<file path="src/rtl/sram_sp_arbiter.sv">
// sram_sp_arbiter: two requesters sharing one single-port synchronous SRAM.
// Each access takes ACCESS (SRAM strobe) then RESP (ack, read data from SRAM).
// Optional feature: define SRAM_SP_ARB_RR_EN for round-robin arbitration;
// otherwise port 0 has fixed priority.
module sram_sp_arbiter #(
  parameter int PLEN    = 32,
  parameter int XLEN    = 32,
  parameter int WORD_AW = PLEN - ((XLEN / 8) >> 1)
) (
  input  logic                  clk,
  input  logic                  rst,
  input  logic                  req0,
  input  logic                  we0,
  input  logic [WORD_AW-1:0]    addr0,
  input  logic [XLEN-1:0]       wdata0,
  input  logic [(XLEN/8)-1:0]   sel0,
  output logic                  ack0,
  input  logic                  req1,
  input  logic                  we1,
  input  logic [WORD_AW-1:0]    addr1,
  input  logic [XLEN-1:0]       wdata1,
  input  logic [(XLEN/8)-1:0]   sel1,
  output logic                  ack1,
  output logic [XLEN-1:0]       rdata,
  output logic                  mem_ce,
  output logic                  mem_we,
  output logic                  mem_oe,
  output logic [WORD_AW-1:0]    mem_waddr,
  output logic [XLEN-1:0]       mem_din,
  output logic [(XLEN/8)-1:0]   mem_sel,
  input  logic [XLEN-1:0]       mem_dout
);

  localparam int SW = XLEN / 8;

  typedef enum logic [1:0] {
    IDLE,
    ACCESS,
    RESP
  } state_t;

  state_t               r_state;
  state_t               w_state_nxt;
  logic                 r_owner;
  logic                 r_we;
  logic [WORD_AW-1:0]   r_waddr;
  logic [XLEN-1:0]      r_din;
  logic [SW-1:0]        r_sel;
  logic [1:0]           w_elig;
  logic                 w_grant;
  logic                 w_win;

`ifdef SRAM_SP_ARB_RR_EN
  logic                 r_ptr;

  // Favour the port that did not receive the most recent grant
  always_ff @(posedge clk) begin
    if (rst) begin
      r_ptr <= 1'b0;
    end else if (w_grant) begin
      r_ptr <= ~w_win;
    end
  end
`endif

  // Eligible requesters; the owner being acked in RESP may still hold req
  always_comb begin
    w_elig = {req1, req0};
    if (r_state == RESP) begin
      w_elig[r_owner] = 1'b0;
    end
  end

  // Pick a winner whenever the SRAM is free for a new access next cycle
  always_comb begin
    w_grant = 1'b0;
    w_win   = 1'b0;
    if (r_state != ACCESS) begin
      w_grant = |w_elig;
`ifdef SRAM_SP_ARB_RR_EN
      if (&w_elig) begin
        w_win = r_ptr;
      end else begin
        w_win = w_elig[1];
      end
`else
      w_win = ~w_elig[0];
`endif
    end
  end

  // State register
  always_ff @(posedge clk) begin
    if (rst) begin
      r_state <= IDLE;
    end else begin
      r_state <= w_state_nxt;
    end
  end

  // Next-state logic
  always_comb begin
    w_state_nxt = r_state;
    case (r_state)
      IDLE:    if (w_grant) w_state_nxt = ACCESS;
      ACCESS:  w_state_nxt = RESP;
      RESP:    w_state_nxt = w_grant ? ACCESS : IDLE;
      default: w_state_nxt = IDLE;
    endcase
  end

  // Capture the winner's request; SRAM address/data/select hold otherwise
  always_ff @(posedge clk) begin
    if (rst) begin
      r_owner <= 1'b0;
      r_we    <= 1'b0;
      r_waddr <= '0;
      r_din   <= '0;
      r_sel   <= '0;
    end else if (w_grant) begin
      r_owner <= w_win;
      r_we    <= w_win ? we1    : we0;
      r_waddr <= w_win ? addr1  : addr0;
      r_din   <= w_win ? wdata1 : wdata0;
      r_sel   <= w_win ? sel1   : sel0;
    end
  end

  // SRAM strobes in ACCESS, completion pulse to the owner in RESP
  always_comb begin
    mem_ce = 1'b0;
    mem_we = 1'b0;
    mem_oe = 1'b0;
    ack0   = 1'b0;
    ack1   = 1'b0;
    if (r_state == ACCESS) begin
      mem_ce = 1'b1;
      mem_we = r_we;
      mem_oe = ~r_we;
    end
    if (r_state == RESP) begin
      ack0 = ~r_owner;
      ack1 = r_owner;
    end
  end

  assign mem_waddr = r_waddr;
  assign mem_din   = r_din;
  assign mem_sel   = r_sel;
  assign rdata     = mem_dout;

endmodule

</file>
<file path="config.mk">
export PLATFORM = sky130hd
export DESIGN_NAME = sram_sp_arbiter
export DESIGN_NICKNAME = d
export VERILOG_FILES = /design/src/rtl/sram_sp_arbiter.sv
export SDC_FILE = /design/constraint.sdc
export NUM_CORES = 1
export LEC_CHECK = 0
export CAP_MARGIN = 5
export CORE_MARGIN = 2
export CORE_UTILIZATION = 34
export DETAILED_ROUTE_END_ITERATION = 8
export GPL_TIMING_DRIVEN = 0
export HOLD_SLACK_MARGIN = 0.06
export PLACE_DENSITY = 0.79
export SYNTH_ARGS = -nofsm -noshare
export SYNTH_HDL_FRONTEND = slang
export SYNTH_SLANG_ARGS = --single-unit
</file>
<file path="constraint.sdc">
create_clock -name clk -period 1.7 [get_ports clk]
set_input_delay 0.17 -clock clk [delete_from_list [all_inputs] [get_ports clk]]
set_output_delay 0.17 -clock clk [all_outputs]
set_load 0.01 [all_outputs]
</file>
Word-level counts from Yosys, hierarchy flattened
Index checks and enable logic that the tools add are counted.
Operators by class
  $add $sub $neg: 0
  $mul: 0
  divide/modulo/power cells: 0
  $lt $le $gt $ge: 2
  equality and inequality tests: 4
  shift-type cells: 0
  multiplexer cells: 17
  bitwise gates (word level): 5
  reduce and logical (&&, ||, !) cells: 3
Operators with widths (number)
  two-way mux 32 bit: 1
  two-way mux 30 bit: 1
  two-way mux 1 bit: 10
  case mux 2 bit (3 select lines): 1
  two-way mux 2 bit: 2
  two-way mux 4 bit: 1
  NOT 1 bit: 3
  bitwise AND 2 bit: 1
  equality test 2 x 1 -> 1 bit, second input constant: 1
  equality test 2 bit, second input constant: 1
  zero test 2 bit: 1
  less-than comparator 1 x 2 -> 1 bit, second input constant: 1
  != test 2 x 1 -> 1 bit, second input constant: 1
  != test 2 bit, second input constant: 1
  NOT 2 bit: 1
  OR reduction 2 bit: 1
  demux 1 bit (select 1 bit): 1
  greater-or-equal comparator 1 bit, second input constant: 1
  logical AND 1 bit: 1
Storage, ports and cells
  register bits: 70
  latch bits: 0
  memory bits (writable): 0
  bits in read-only memories: 0
  input bits: 170
  memories kept: 0

Depth between registers and ports, before layout
  word-level depth: 11
  depth in mapped cells: 6

Least setup slack after synthesis
No wires, ideal clock.
  path kind: flip-flop to flip-flop
  start point: reg r_owner
  end point: reg r_din[10] (netlist: mem_din[10])
  data arrival time: 1432 ps
  data required time: 1631 ps
  setup slack: 199 ps
  stages on the path, launching flop included: 7
  buffers on the path: 2
  cell sequence: dfxtp_1 > mux2i_1 > nor2b_4 > clkbuf_1 > clkbuf_1 > o21ai_0 > o21ai_1
Between the ends
  longest elaborated chain between the ends: 10
  elaborated cells between the ends (all ways): 13
  classes of those cells: 2 x order compare; 6 x mux; 3 x bitwise; 2 x reduce/logical
Ends and longest elaborated chain
  from (decl): RTL line 44  | logic r_owner;
  from (signal assigned): RTL line 121  | r_owner <= w_win;
  less-than comparator 1 x 2 -> 1 bit (not written as such) / greater-or-equal comparator 1 bit (equally long branches): RTL line 70  | w_elig[r_owner] = 1'b0;
  logical AND 1 bit (not written as such): RTL line 70
  two-way mux 1 bit (not written as such): RTL line 70
  demux 1 bit (select 1 bit) (*): RTL line 70
  NOT 2 bit (no source line) (*)
  bitwise AND 2 bit (no source line) (*)
  two-way mux 2 bit (*): RTL line 69  | if (r_state == RESP) begin
  NOT 1 bit: RTL line 87  | w_win = ~w_elig[0];
  two-way mux 1 bit: RTL line 78  | if (r_state != ACCESS) begin
  two-way mux 32 bit: RTL line 124  | r_din <= w_win ? wdata1 : wdata0;
  to (signal assigned): RTL line 124
  to (decl): RTL line 47  | logic [XLEN-1:0] r_din;
Every way passes the cells marked *; elsewhere a longest branch is shown, timed or not.
A chain may end at the register's enable or synchronous reset.

Worst setup path in the final report
  start point: reg r_state[0]
  end point: reg r_din[14] (netlist: mem_din[14])
Between the ends
  longest elaborated chain between the ends: 5
  elaborated cells between the ends (all ways): 8
  classes of those cells: 2 x eq/ne; 4 x mux; 1 x bitwise; 1 x reduce/logical
Ends and longest elaborated chain
  from (decl): RTL line 42  | state_t r_state;
  from (signal assigned): RTL line 97  | r_state <= w_state_nxt;
  equality test 2 bit: RTL line 69
  two-way mux 2 bit: RTL line 69
  NOT 1 bit: RTL line 87
  two-way mux 1 bit: RTL line 78
  two-way mux 32 bit: RTL line 124
Several ways; a longest one is shown, not always the timed one.

==> reports/results.txt <==
Synth Area in Compound Gates: 0.3260
Synth area leaders: dfxtp_1, o21ai_0, nor2b_1
Worst clock skew: 0.007636 ns
Largest net degree at the start of global routing: 12
Clk_lat worst skew: 0.33 ns
DRT Wirelength: 13.02 mm
Post-CTS Hold Buffers: 0
Syn Std Cell Area: 0.003473 mm^2
Count of cell types in the netlist: 22
Startpoint types: flop
Combinational power share: 0.339
Initial Util: 0.3521
Final net count: 854
Fin crit period: 1.649 ns
Fin worst setup slack: 0.05079 ns
P_int: 3326 uW
Vias in the first global route: 4228
Met2 WL: 6.576 mm
Worst Max-Slew Pin Slew: 0.5287 ns
Clk sink count: 70
Grt ovf: 0
Fmax: 606.4 MHz
XOR/XNOR Fraction of Synth Area: 0
Total number of vias: 4199
First-pass GRT wire length: 20.03 mm
Fin. max-slew vios: 0
Placed Cells: 806
Tcrit/Tclk final: 0.9701
Max-Cap Viols: 0
Pwr dens: 741.1 mW/mm^2
Sw Pwr: 1335 uW
Routed Antenna Nets: 0
# port buffers: 240
Sw Share: 0.2864
Routed met1 length: 5.027 mm
Io pins: 273
DPL Wire Length: 10.15 mm
Vias per cell: 5.108
LEAKAGE: 0.002346 uW
Peak VDD IR: 0.0005524 V
Final setup violation count: 0
Routed len/inst: 15.84 um
# diodes: 0
DRC: 0
Final hold violations: 0
RSZ-0062 raised after global routing: no
Fin area: 0.006290 mm^2
Placement Setup Slack: -0.7036 ns
Die area: 0.01104 mm^2
Met3 wire len: 1.140 mm
Total track usage: 0.2250
Synthesized area per cell: 8.022 um^2
Placed inst area: 0.006042 mm^2
CTS tree: built
Share of layout cells above drive strength 1: 0.1219
Slew headroom: 0.6476
Gate Count Post-Synth: 433
DRT Pass-1 Iters: 5
CP endpoint kind: flop
Die Wd: 105.1 um
Row count: 36
Clock network power share: 0.251
Largest family of logic cells by synthesized area: compound AO/OA/AOI/OAI gates
DR top layer: met4
Synthesized Nets: 603
Num CTS Buffers: 9
Adder-Cell Fraction of Synth Area: 0
Status: complete, no violations
Post-synth top area share: 0.4035
Synth-to-layout area growth: 81.09%
Clock Tree Buf Depth: 2
Synth Area in Simple Gates: 0.1409
Max H-tree Level: 3
Iter 0 DRT Violations: 117
Seq pwr share: 0.410
CP arrival: 1.86 ns
Seq cells post-synth: 70
Cell taking the most area after synthesis: dfxtp_1
Height of the chip: 105.1 um
Warnings, synthesis: 0
Fin cells: 822
Total core area: 0.009864 mm^2
Kind of critical path: reg -> reg
Hold WC Path Type: in -> reg
Seq/Total Area, Yosys: 0.4035
Root Buffer: clkbuf_8
Initial antenna violation count: 0
Number of buffers added for setup after CTS: 0
CTS clk-pin slew, worst paths: 0.07 ns
GP Congestion: 0.8426
Mux contribution to synthesized area: 0.002882
Worst Path Required: 1.91 ns
Max FO, Critical Path: 10
-- flip-flops by register name, indices dropped and copies added, names as in the netlist --
name / count
r_state: 2
mem_sel: 4
r_owner: 1
mem_waddr: 30
r_we: 1
mem_din: 32
-- synth_stat cells (all sizes together) --
| library cell | number |
|---|---|
| nand2 | 1 |
| a2111oi | 1 |
| nor2b | 68 |
| and2 | 1 |
| inv | 2 |
| o22ai | 67 |
| or3 | 1 |
| buf | 42 |
| clkbuf | 32 |
| dfxtp | 70 |
| o2bb2ai | 1 |
| o21a | 1 |
| nand2b | 2 |
| nor2 | 6 |
| a22oi | 1 |
| mux2i | 1 |
| o21ai | 136 |
-- logic make-up (layout without fill, tap and decap cells) --
family,count (synthesis),after routing
simple gates,79,79
flops,70,70
compound gates,207,207
mux,1,1
buf+inv,76,332
-- repair_timing --
action	4_1_cts	5_1_grt
pin swaps	0	0
setup endpoints to repair	60	61
resized for setup	26	25
-- metrics by stage --
| step | hold slack (ns) | TNS (ns) | utilization | power (uW) |
|---|---|---|---|---|
| floorplan | 0.3305 | 0 | - | 2573 |
| finish | 0.3079 | 0 | 0.6376 | 4662 |
| global route | 0.3254 | 0 | 0.6376 | 4901 |
| global placement | 0.4819 | -24.93 | 0.6125 | 3466 |
| CTS | 0.4406 | 0 | 0.6338 | 4693 |
| detailed placement | 0.5083 | -27.95 | 0.6125 | 3497 |
-- power by group through the flow --
| stage | Combinational, uW | Sequential (uW) | Clock, uW |
|---|---|---|---|
| after floorplan | 559 | 2010 | 0 |
| after global placement | 1530 | 1940 | 0 |
| after detailed placement | 1550 | 1940 | 0 |
| after CTS | 1570 | 1910 | 1210 |
| after global routing | 1690 | 1930 | 1280 |
| final | 1580 | 1910 | 1170 |
-- area by class of cell --
type	instances	area (um^2)
buffer	74	476.7
clock buffer	12	145.1
clock inverter	4	22.52
fill	835	3575
inverter	2	7.507
multi-input combinational	287	1665
sequential	70	1405
tap	133	166.4
timing repair buffer	240	2401
-- cell usage in the layout (no fill, tap or decap), drive strengths merged --
cell             n
a2111oi          1
a22oi            1
and2             1
buf             44
clkbuf          42
clkdlybuf4s50  236
clkinv           3
clkinvlp         1
dfxtp           70
dlygate4sd2      3
dlymetal6s2s     1
inv              2
mux2i            1
nand2            1
nand2b           2
nor2             6
nor2b           68
o21a             1
o21ai          136
o22ai           67
o2bb2ai          1
or3              1
-- final timing paths --
kind	slack, ns	cells after the start	to	start
min	0.31	3	r_state[0]	req0
min reg2reg	0.50	1	r_state[0]	r_state[1]
max reg2reg	0.05	6	mem_din[14]	r_state[0]
max	0.05	6	mem_din[14]	r_state[0]
-- critical path: stages, from the launching register on --
cell and delay, ns:
dfxtp_2 0.35, nand2b_2 0.22, o21a_2 0.25, buf_4 0.19
clkbuf_4 0.20, o22ai_1 0.23, o21ai_1 0.09
-- layer usage --
metal / global-route usage / vias to the layer above
met3: 0.06363 / 22
met4: 0.07429 / 0
met5: 0 / -
met1: 0.2505 / 1924
li1: - / 2023
met2: 0.4096 / 230
Note: power is estimated with default switching activity, not from simulation.
